`src/rtl/if_id_queue.sv`:
```
// IF/ID pipeline boundary: a DEPTH-entry instruction FIFO in front of a
// registered ID-side output stage. Fetch keeps delivering while decode is
// stalled, and the whole boundary flushes on a branch misprediction.
//
// Ports:
//   clk, rst          clock; synchronous active-high reset
//   rdy               global ready; low freezes every register
//   if_valid/if_pc/if_inst/if_pred_taken   fetch-side instruction
//   if_ready          queue can accept an instruction this cycle
//   stall             decode stalled; output stage holds
//   jump_mistake      misprediction flush
//   id_valid/id_pc/id_inst/id_pred_taken   decode-side instruction (zero on bubble)
//   occupancy         entries waiting in the FIFO (output stage not counted)
module if_id_queue #(
  parameter int unsigned ADDR_W = 32,
  parameter int unsigned INST_W = 32,
  parameter int unsigned DEPTH  = 4,
  localparam int unsigned CNT_W = $clog2(DEPTH) + 1
) (
  input  logic              clk,
  input  logic              rst,
  input  logic              rdy,
  input  logic              if_valid,
  input  logic [ADDR_W-1:0] if_pc,
  input  logic [INST_W-1:0] if_inst,
  input  logic              if_pred_taken,
  output logic              if_ready,
  input  logic              stall,
  input  logic              jump_mistake,
  output logic              id_valid,
  output logic [ADDR_W-1:0] id_pc,
  output logic [INST_W-1:0] id_inst,
  output logic              id_pred_taken,
  output logic [CNT_W-1:0]  occupancy
);

  localparam int unsigned PTR_W = $clog2(DEPTH);

  typedef struct packed {
    logic [ADDR_W-1:0] pc;
    logic [INST_W-1:0] inst;
    logic              pred;
  } entry_t;

  entry_t           mem_q [DEPTH];
  logic [PTR_W-1:0] rd_ptr_q, rd_ptr_d;
  logic [PTR_W-1:0] wr_ptr_q, wr_ptr_d;
  logic [CNT_W-1:0] count_q, count_d;
  logic             out_valid_q, out_valid_d;
  entry_t           out_q, out_d;

  logic   mem_we;
  entry_t if_entry;
  logic   push, advance, pop, bypass, not_empty;

  assign if_entry  = '{pc: if_pc, inst: if_inst, pred: if_pred_taken};
  assign not_empty = (count_q != '0);

  // Registered state plus the flush input only; no path from if_valid.
  assign if_ready = (count_q != CNT_W'(DEPTH)) && !jump_mistake;

  assign push    = if_valid && if_ready;
  assign advance = !stall;
  assign pop     = advance && not_empty;
  // With an empty queue an advancing output stage takes IF directly.
  assign bypass  = advance && !not_empty && push;

  always_comb begin
    rd_ptr_d    = rd_ptr_q;
    wr_ptr_d    = wr_ptr_q;
    count_d     = count_q;
    out_valid_d = out_valid_q;
    out_d       = out_q;
    mem_we      = 1'b0;

    if (rdy) begin
      if (jump_mistake) begin
        rd_ptr_d = '0;
        wr_ptr_d = '0;
        count_d  = '0;
        // A stalled decode stage keeps its instruction even across a flush.
        if (!stall) begin
          out_valid_d = 1'b0;
          out_d       = '0;
        end
      end else begin
        if (advance) begin
          out_valid_d = 1'b1;
          if (not_empty) begin
            out_d    = mem_q[rd_ptr_q];
            rd_ptr_d = rd_ptr_q + PTR_W'(1);
          end else if (push) begin
            out_d = if_entry;
          end else begin
            out_valid_d = 1'b0;
            out_d       = '0;
          end
        end
        if (push && !bypass) begin
          mem_we   = 1'b1;
          wr_ptr_d = wr_ptr_q + PTR_W'(1);
        end
        count_d = count_q + CNT_W'(push && !bypass) - CNT_W'(pop);
      end
    end
  end

  always_ff @(posedge clk) begin
    if (rst) begin
      rd_ptr_q    <= '0;
      wr_ptr_q    <= '0;
      count_q     <= '0;
      out_valid_q <= 1'b0;
      out_q       <= '0;
    end else begin
      rd_ptr_q    <= rd_ptr_d;
      wr_ptr_q    <= wr_ptr_d;
      count_q     <= count_d;
      out_valid_q <= out_valid_d;
      out_q       <= out_d;
    end
  end

  // Storage needs no reset: entries are only read below count.
  always_ff @(posedge clk) begin
    if (mem_we && !rst) begin
      mem_q[wr_ptr_q] <= if_entry;
    end
  end

  assign id_valid      = out_valid_q;
  assign id_pc         = out_q.pc;
  assign id_inst       = out_q.inst;
  assign id_pred_taken = out_q.pred;
  assign occupancy     = count_q;

endmodule

```
`config.mk`:
```
export PLATFORM = sky130hd
export DESIGN_NAME = if_id_queue
export DESIGN_NICKNAME = d
export VERILOG_FILES = /design/src/rtl/if_id_queue.sv
export SDC_FILE = /design/constraint.sdc
export NUM_CORES = 1
export LEC_CHECK = 0
export CORE_AREA = 2 2 181 130
export CTS_CLUSTER_DIAMETER = 200
export DETAILED_ROUTE_END_ITERATION = 8
export DIE_AREA = 0 0 183 132
export HOLD_SLACK_MARGIN = 0.08
export PLACE_DENSITY = 0.78
export RECOVER_POWER = 100
export SETUP_SLACK_MARGIN = 0.02
export SLEW_MARGIN = 40
export SYNTH_ARGS = -nofsm -noshare
export SYNTH_HDL_FRONTEND = slang
export SYNTH_SLANG_ARGS = --single-unit
```
`constraint.sdc`:
```
create_clock -name clk -period 10 [get_ports clk]
set_input_delay 2 -clock clk [delete_from_list [all_inputs] [get_ports clk]]
set_output_delay 2 -clock clk [all_outputs]
set_load 0.03 [all_outputs]
```
==> flow_summary.json, run 1 <==
{
  "status": "finished, violations left",
  "failed_checks": "max-capacitance violations, max-slew violations",
  "hold_buffers": 0,
  "critPathMaxFanout": 34,
  "grt_pass1_wl_um": 40100,
  "cts_root_buf": "clkbuf_16",
  "skew_ns": 0.00901,
  "hold_viol": 0,
  "fmax_ghz": 0.144,
  "synth_compound_area_share_pct": 7.59,
  "tritoncts": "done",
  "peakVddDrop_mv": 0.132,
  "final_period_minus_worst_setup_slack_ns": 6.96,
  "initial_utilization_pct": 56.5,
  "clockBufferDepth": 3,
  "htreeDepth": 1,
  "worstPathRequired_ns": 10.11,
  "synthesis.nets": 777,
  "die_h_um": 132,
  "rows": 46,
  "switchingPower_mw": 0.564,
  "cts_setup_buffers": 0,
  "yosys.cell_types.count": 39,
  "rr_worst_depth": 4,
  "grt_usage_pct": 21.3,
  "clkPwrFrac_pct": 42.7,
  "setup_ws_ns": 3.04,
  "internal-power_mw": 2.29,
  "n_fill_cell": 1448,
  "initialDrtViolationCount": 614,
  "grt_max_degree": 66,
  "cts_resized": 0,
  "hold_class": "reg -> reg",
  "yosys_warnings": 0,
  "final_nets": 915,
  "synth_top_family_by_area": "multiplexers",
  "sw_frac_of_total_pct": 19.8,
  "final_common_cell": "edfxtp_1",
  "final_util_pct": 68.0,
  "gp_congestion": 0.816,
  "drc_errors": 0,
  "yosysSeqAreaShare_pct": 73.8,
  "cts.sinks": 335,
  "ios": 141,
  "drive_gt1_share_pct": 15.4,
  "async_reset_ff_share_pct": 0,
  "sequentialPowerShare_pct": 53.1,
  "layout_common_cells": "edfxtp_1 (260), dlygate4sd3_1 (138), dfxtp_1 (73)",
  "p_comb_share_pct": 4.2,
  "min_path_cells": 2,
  "io_buffers": 140,
  "die_w_um": 183,
  "dr.pass1.iters": 5,
  "critPathArrivalTime_ns": 7.07,
  "power_mw": 2.85,
  "grt_pass1_vias": 7182,
  "synth-edff-count": 260,
  "antenna_left": 0,
  "startpoint_type": "input pin",
  "cts_made_buffers": 30,
  "pre_cts_slack_ns": 4.63,
  "final.period_utilization_pct": 69.6,
  "crit_path_end_kind": "flop",
  "setup_viol": 0,
  "yosys.area_share.simple_pct": 3.37,
  "rsz0062_at_grt": "false",
  "synth_fa_ha_area_share_pct": 0.754,
  "worstSkewPairLatency_ns": 0.54,
  "slew_headroom_pct": -68.9,
  "yosys_register_bits": 335,
  "setup-tns-final_ns": 0,
  "area_growth_pct": 20.5,
  "antenna_found_initial": 5,
  "netlist_instances": 699,
  "vias": 6905,
  "slew_viol_final": 380,
  "core_um2": 22300,
  "wl_per_cell_um": 22.0,
  "synth-xor-area-share_pct": 0.0695,
  "netlist_area_um2": 12600,
  "dpl.hpwl_um": 14600,
  "criticalPathCategory": "in -> reg",
  "leakage_nw": 5.01,
  "design.die.area_um2": 24200,
  "timing.max_cap.violations": 11,
  "tightest_slew_ns": 2.53,
  "muxShareOfSynthArea_pct": 11.7,
  "avgSynthCellArea_um2": 18.0,
  "p_per_area_nw_per_um2": 188,
  "gr-total-overflow": 0,
  "wirelength_um": 25400,
  "synth-main-ff-cell": "edfxtp_1",
  "clk_pin_slew_worst_paths_ns": 0.06,
  "routed_via_density": 5.99
}
[power by group through the flow]
stage | sequential (mW) | combinational (mW) | clock, mW
global placement | 1.54 | 0.124 | 0
floorplan | 1.55 | 0.0493 | 0
finish | 1.51 | 0.119 | 1.22
detailed placement | 1.54 | 0.129 | 0
global route | 1.51 | 0.129 | 1.29
CTS | 1.51 | 0.130 | 1.24
[sequential cells by signal, indices dropped and copies added (netlist names), named ones only]
signal / flops
wr_ptr_q: 2
id_valid: 1
rd_ptr_q: 2
id_pred_taken: 1
mem_q: 260
occupancy: 3
id_inst: 32
id_pc: 32
[per-stage QoR]
stage                     cell area (um^2)  std cells  hold WS, ns
after global routing                 15200       1152        0.483
after CTS                            15300       1148        0.452
after global placement               14100       1087        0.436
after floorplan                      12600        699        0.479
after detailed placement             14200       1092        0.444
final                                15200       1153        0.446
[cell type report]
class                      count  area (um^2)  share of cell area (%)
multi-input combinational    313         2940                    19.3
antenna                        4         10.0                  0.0659
tap                          288          360                    2.37
sequential                   335         9320                    61.3
inverter                       7         26.3                   0.173
clock inverter                16          209                    1.38
timing repair buffer         150         1470                    9.70
clock buffer                  40          860                    5.66
[cells by family (layout without fill, tap and decap cells)]
group | after synthesis | after routing
AO/OA/AOI/OAI | 143 | 143
multiplexers | 66 | 66
buffers and inverters | 51 | 213
other | 0 | 4
adder cells (fa/ha/maj) | 7 | 7
flip-flops | 335 | 335
XOR/XNOR | 1 | 1
AND/OR/NAND/NOR | 96 | 96
[path summary, 6_finish.rpt]
| check | startpoint | end | slack (ns) |
|---|---|---|---|
| worst max-delay path | stall | mem_q[0][31]$_DFFE_PP_ | 3.04 |
| worst min-delay path | id_inst[13]$_SDFFE_PP0P_ | id_inst[13]$_SDFFE_PP0P_ | 0.45 |
| worst max register to register | occupancy[1]$_SDFFE_PP0P_ | mem_q[0][31]$_DFFE_PP_ | 4.64 |
| worst min register to register | id_inst[13]$_SDFFE_PP0P_ | id_inst[13]$_SDFFE_PP0P_ | 0.45 |
[layer usage]
layer / share of wire, % / track usage, % / routed length, um / vias to the layer above
li1: - / - / - / 3064
met1: 44 / 31.2 / 11100 / 3547
met2: 48 / 34.0 / 12100 / 254
met3: 7.3 / 4.12 / 1860 / 40
met4: 1.6 / 4.40 / 397 / 0
met5: 0 / 0 / 0 / -
[critical path, stage by stage]
cell and delay, ns:
dlygate4sd3_1 0.66, nor2b_1 0.18, o31ai_1 0.16, nor3_1 0.44, and2_0 1.91, clkbuf_1 1.68
[synth_stat cells (all sizes together), types with 2 or more instances]
library cell  count  area (um^2)
edfxtp          260         7810
dfxtp            75         1500
nand2            70          263
o21ai            66          353
mux4             65         1460
a22oi            64          510
buf              33          273
clkbuf           11         41.3
nor2              8         30.0
inv               7         26.3
ha                6         75.1
a21oi             5         25.0
and2              4         25.0
nor3              3         15.0
a31o              2         17.5
nand2b            2         20.0
nor2b             2         12.5
nor4b             2         23.8
or3               2         17.5
No activity file was read; power rests on OpenSTA's default activity.
==> inputs of run 2 (changes only) <==
Settings changed: CORE_AREA 2 2 181 130 to 2 2 183 131, DIE_AREA 0 0 183 132 to 0 0 185 133, PLACE_DENSITY 0.78 to 0.77.
Clock period 10 ns to 7.1 ns, I/O delays scaled along.
==> run 2 against run 1 <==
The flow still finishes with violations (max-capacitance violations, max-slew violations). Design area grew 0.67%. Wire length grew 0.50%. Final cell count grew 2.6%. Non-clock buffer count is the same. Largest power group unchanged.
==> flow_summary.json, run 2 (synthesis gave the netlist of run 1 again) <==
{
  "status": "finished, violations left",
  "min-delay-start": "id_pc[20]$_SDFFE_PP0P_",
  "setup_viol": 0,
  "cts_root_buf": "clkbuf_16",
  "setup-tns-final_ns": 0,
  "setup_ws_ns": 2.14,
  "timing.max_cap.violations": 6,
  "cp_slowest_cell": "clkbuf_1",
  "antenna_found_initial": 3,
  "grt_max_degree": 66,
  "fmax_ghz": 0.202,
  "cts_resized": 0,
  "routed_via_density": 5.81,
  "wirelength_um": 25500,
  "critPathMaxFanout": 26,
  "grt_pass1_wl_um": 39600,
  "critical_path_depth": 6,
  "rsz0062_at_grt": "false",
  "crit_chain": "dlygate4sd3_1 -> nor2b_1 -> o31ai_1 -> nor3_1 -> and2_0 -> clkbuf_1",
  "htreeDepth": 1,
  "initialDrtViolationCount": 695,
  "grt_usage_pct": 21.1,
  "hold_class": "reg -> reg",
  "gp_congestion": 0.813,
  "final_period_minus_worst_setup_slack_ns": 4.96,
  "p_comb_share_pct": 4.3,
  "io_buffers": 140,
  "p_per_area_nw_per_um2": 262,
  "slew_viol_final": 219,
  "final.period_utilization_pct": 69.8,
  "hold_viol": 0,
  "largest_register_ffs": 260,
  "leakage_nw": 5.03,
  "r2r_start": "occupancy[1]$_SDFFE_PP0P_",
  "cts_setup_buffers": 0,
  "vias": 6872,
  "final_common_cell": "edfxtp_1",
  "die_w_um": 185,
  "drive_gt1_share_pct": 16.6,
  "layout_common_cells": "edfxtp_1 (260), dlygate4sd3_1 (137), dfxtp_1 (73)",
  "max_stage_delay_ns": 1.29,
  "rows": 47,
  "die_h_um": 133,
  "ios": 141,
  "rr_worst_depth": 4,
  "path_buf_inv": 2,
  "crit_start": "stall",
  "failed_checks": "max-capacitance violations, max-slew violations",
  "switchingPower_mw": 0.817,
  "clkPwrFrac_pct": 42.7,
  "slew_headroom_pct": -80.4,
  "grt_pass1_vias": 7095,
  "final_nets": 916,
  "cts_made_buffers": 31,
  "dpl.hpwl_um": 15000,
  "worstSkewPairLatency_ns": 0.55,
  "pre_cts_slack_ns": 2.76,
  "startpoint_type": "input pin",
  "gr-total-overflow": 0,
  "sequentialPowerShare_pct": 53.1,
  "skew_ns": 0.00688,
  "internal-power_mw": 3.19,
  "peakVddDrop_mv": 0.172,
  "sw_frac_of_total_pct": 20.4,
  "clockBufferDepth": 3,
  "area_growth_pct": 21.3,
  "antenna_left": 0,
  "initial_utilization_pct": 54.7,
  "path_delay_family": "buffers and inverters",
  "core_um2": 23100,
  "criticalPathCategory": "in -> reg",
  "crit_path_end_kind": "flop",
  "critPathArrivalTime_ns": 5.10,
  "drc_errors": 0,
  "min_path_cells": 2,
  "tritoncts": "done",
  "hold_buffers": 0,
  "wl_per_cell_um": 21.5,
  "cts.sinks": 335,
  "dr.pass1.iters": 5,
  "top_register": "mem_q",
  "worstPathRequired_ns": 7.24,
  "clk_pin_slew_worst_paths_ns": 0.06,
  "design.die.area_um2": 24600,
  "tightest_slew_ns": 2.70
}
-- run 2: cell count changes in the layout (fill, tap and decap cells not counted), moves of 2 or more --
cell / previous run / this run
buf_12: 1 / 4
clkbuf_1: 10 / 4
clkbuf_16: 31 / 33
clkbuf_8: 5 / 1
clkinv_1: 2 / 0
clkinv_2: 7 / 10
clkinvlp_4: 1 / 5
o21ai_0: 63 / 65
o21ai_1: 2 / 0
-- run 2: worst paths after layout --
| kind | end | slack, ns |
|---|---|---|
| min reg2reg | id_pc[20]$_SDFFE_PP0P_ | 0.45 |
| max reg2reg | mem_q[1][51]$_DFFE_PP_ | 3.15 |
| min | id_pc[20]$_SDFFE_PP0P_ | 0.45 |
| max | mem_q[1][51]$_DFFE_PP_ | 2.14 |
-- run 2: area by class of cell --
type                            count  area [um^2]
Inverter                            7         26.3
Antenna cell                        3         7.51
Tap cell                          318          398
Clock inverter                     21          228
Sequential cell                   335         9320
Timing Repair Buffer              150         1530
Clock buffer                       36          847
Multi-Input combinational cell    313         2950
Fill cell                        1575         7760
-- run 2: through the flow --
step	util, %	cell area, um^2	hold slack [ns]	cells	power (mW)
final	66.4	15300	0.445	1183	4.01
after global routing	66.3	15300	0.474	1181	4.13
after CTS	66.6	15400	0.452	1180	4.05
after detailed placement	62.0	14300	0.441	1123	2.35
after global placement	61.4	14200	0.438	1117	2.35
after floorplan	-	12600	0.479	699	2.26
-- run 2: power groups by stage --
| stage | Combinational, mW | Sequential, mW | Clock, mW |
|---|---|---|---|
| after CTS | 0.184 | 2.13 | 1.74 |
| final | 0.171 | 2.13 | 1.71 |
| after global routing | 0.184 | 2.13 | 1.82 |
| after detailed placement | 0.183 | 2.17 | 0 |
| after floorplan | 0.0695 | 2.19 | 0 |
| after global placement | 0.176 | 2.17 | 0 |
-- run 2: worst min-delay path, stage by stage, from the launching register on --
cell     delay, ns
dfxtp_1       0.32
nand2_1       0.04
o21ai_0       0.05
-- run 2: per-layer routing --
metal / share of wire, % / vias up / track usage, %
met5: 0 / - / 0
met4: 2.0 / 0 / 4.72
met3: 7.2 / 41 / 4.10
met2: 47 / 261 / 32.8
met1: 44 / 3503 / 31.4
li1: - / 3067 / -
==> inputs of run 3 (changes only) <==
Clock period 7.1 ns to 4.9 ns, I/O delays scaled along.
==> run 3 against run 2 <==
The run still ends with max-capacitance violations, max-slew violations left. Via count up 0.74%. Utilization down 0.32 points. Sequential share of layout area up 0.30 points. Register-to-register slack worse by 2.3 ns. Wire length up 1.0%. Die area unchanged. Sequential power up 45%. Clock power up 41%. Final cell count unchanged. Non-clock buffer count unchanged. Global-route usage up 0.30 points. Combinational power up 44%. Highest routed layer is now met5.
==> flow_summary.json, run 3 (synthesis gave the netlist of run 1 again) <==
{
  "dpl.hpwl_um": 15200,
  "rows": 47,
  "p_per_area_nw_per_um2": 377,
  "cts_root_buf": "clkbuf_16",
  "wirelength_um": 25800,
  "status": "finished, violations left",
  "die_h_um": 133,
  "tightest_slew_ns": 2.21,
  "initialDrtViolationCount": 635,
  "rr_worst_depth": 4,
  "hold_buffers": 0,
  "leakage_nw": 5.03,
  "cts_resized": 0,
  "antenna_left": 0,
  "worstPathRequired_ns": 5.37,
  "clk_pin_slew_worst_paths_ns": 0.06,
  "peakVddDrop_mv": 0.256,
  "core_um2": 23100,
  "skew_ns": 0.0214,
  "routed_via_density": 5.85,
  "criticalPathCategory": "reg -> reg",
  "gr-total-overflow": 0,
  "dr.pass1.iters": 5,
  "rsz0062_at_grt": "false",
  "vias": 6923,
  "critPathArrivalTime_ns": 4.48,
  "antenna_found_initial": 4,
  "grt_usage_pct": 21.4,
  "setup-tns-final_ns": 0,
  "final_nets": 916,
  "ios": 141,
  "drive_gt1_share_pct": 16.7,
  "startpoint_type": "flop",
  "failed_checks": "max-capacitance violations, max-slew violations",
  "min_path_cells": 2,
  "final_common_cell": "edfxtp_1",
  "io_buffers": 140,
  "setup_viol": 0,
  "top_register": "mem_q",
  "cts_made_buffers": 31,
  "wl_per_cell_um": 21.8,
  "worstSkewPairLatency_ns": 0.55,
  "crit_path_end_kind": "flop",
  "clockBufferDepth": 3,
  "critPathMaxFanout": 38,
  "largest_register_ffs": 260,
  "timing.max_cap.violations": 2,
  "tritoncts": "done",
  "drc_errors": 0,
  "fmax_ghz": 0.250,
  "grt_pass1_wl_um": 40100,
  "initial_utilization_pct": 54.7,
  "layout_common_cells": "edfxtp_1 (260), dlygate4sd3_1 (137), dfxtp_1 (73)",
  "final.period_utilization_pct": 81.7,
  "hold_viol": 0,
  "slew_viol_final": 65,
  "hold_class": "reg -> reg",
  "gp_congestion": 0.814,
  "die_w_um": 185,
  "cts.sinks": 335,
  "slew_headroom_pct": -47.2,
  "htreeDepth": 1,
  "cts_setup_buffers": 0,
  "grt_pass1_vias": 7073,
  "area_growth_pct": 20.7,
  "power_mw": 5.74,
  "design.die.area_um2": 24600,
  "grt_max_degree": 66,
  "final_period_minus_worst_setup_slack_ns": 4.00
}
run 3: cell types whose count changed in the layout (fill, tap and decap cells not counted), moves of 3 or more:
| cell | change |
|---|---|
| and2_0 | -4 |
| and2_4 | +4 |
| clkbuf_2 | +4 |
| clkinv_1 | +4 |
| clkinvlp_4 | -4 |
| o21ai_0 | -3 |
| o21ai_1 | +3 |
run 3: path summary, 6_finish.rpt:
path | startpoint | endpoint | slack (ns)
hold / removal | id_inst[30]$_SDFFE_PP0P_ | id_inst[30]$_SDFFE_PP0P_ | 0.45
hold reg to reg | id_inst[30]$_SDFFE_PP0P_ | id_inst[30]$_SDFFE_PP0P_ | 0.45
setup reg to reg | occupancy[1]$_SDFFE_PP0P_ | id_pred_taken$_SDFFE_PP0P_ | 0.90
setup / recovery | occupancy[1]$_SDFFE_PP0P_ | id_pred_taken$_SDFFE_PP0P_ | 0.90
run 3: metal layers:
layer / track usage (%) / vias up / share of wire (%)
met5: 0 / - / 0.050
met4: 4.81 / 2 / 1.5
met3: 4.38 / 36 / 8.4
met2: 32.8 / 308 / 47
met1: 32.1 / 3515 / 43
li1: - / 3062 / -
run 3: cell type report:
type | count | area [um^2]
inverters | 7 | 26.3
multi-input cells | 313 | 2950
clock buffers | 34 | 807
diodes | 3 | 7.51
flip-flops and latches | 335 | 9320
repair buffers | 150 | 1490
fillers | 1548 | 7830
well taps | 318 | 398
clock inverters | 23 | 223
run 3: report_power, final:
part / internal [mW] / total [mW] / switching [mW] / leakage, nW
registers: 3.07 / 3.08 / 0.00984 / 2.95
logic: 0.0979 / 0.246 / 0.148 / 1.56
clock network: 1.40 / 2.41 / 1.01 / 0.518
run 3: metrics by stage:
step           cells  setup WS (ns)  cell area (um^2)  utilization [%]  hold slack (ns)
5_1_grt         1182          0.679             15200             66.0            0.473
3_5_place_dp    1123           1.06             14300             61.9            0.441
4_1_cts         1180           1.54             15300             66.4            0.450
6_report        1183          0.898             15200             66.0            0.449
3_3_place_gp    1117           1.24             14200             61.4            0.436
2_1_floorplan    699           1.41             12600                -            0.479
run 3: worst max-delay path, stage by stage, from the launching register on:
cell and delay, ns:
dfxtp_1 0.58, or3_1 1.03, clkbuf_1 1.63, a22oi_1 0.45, o21ai_1 0.24
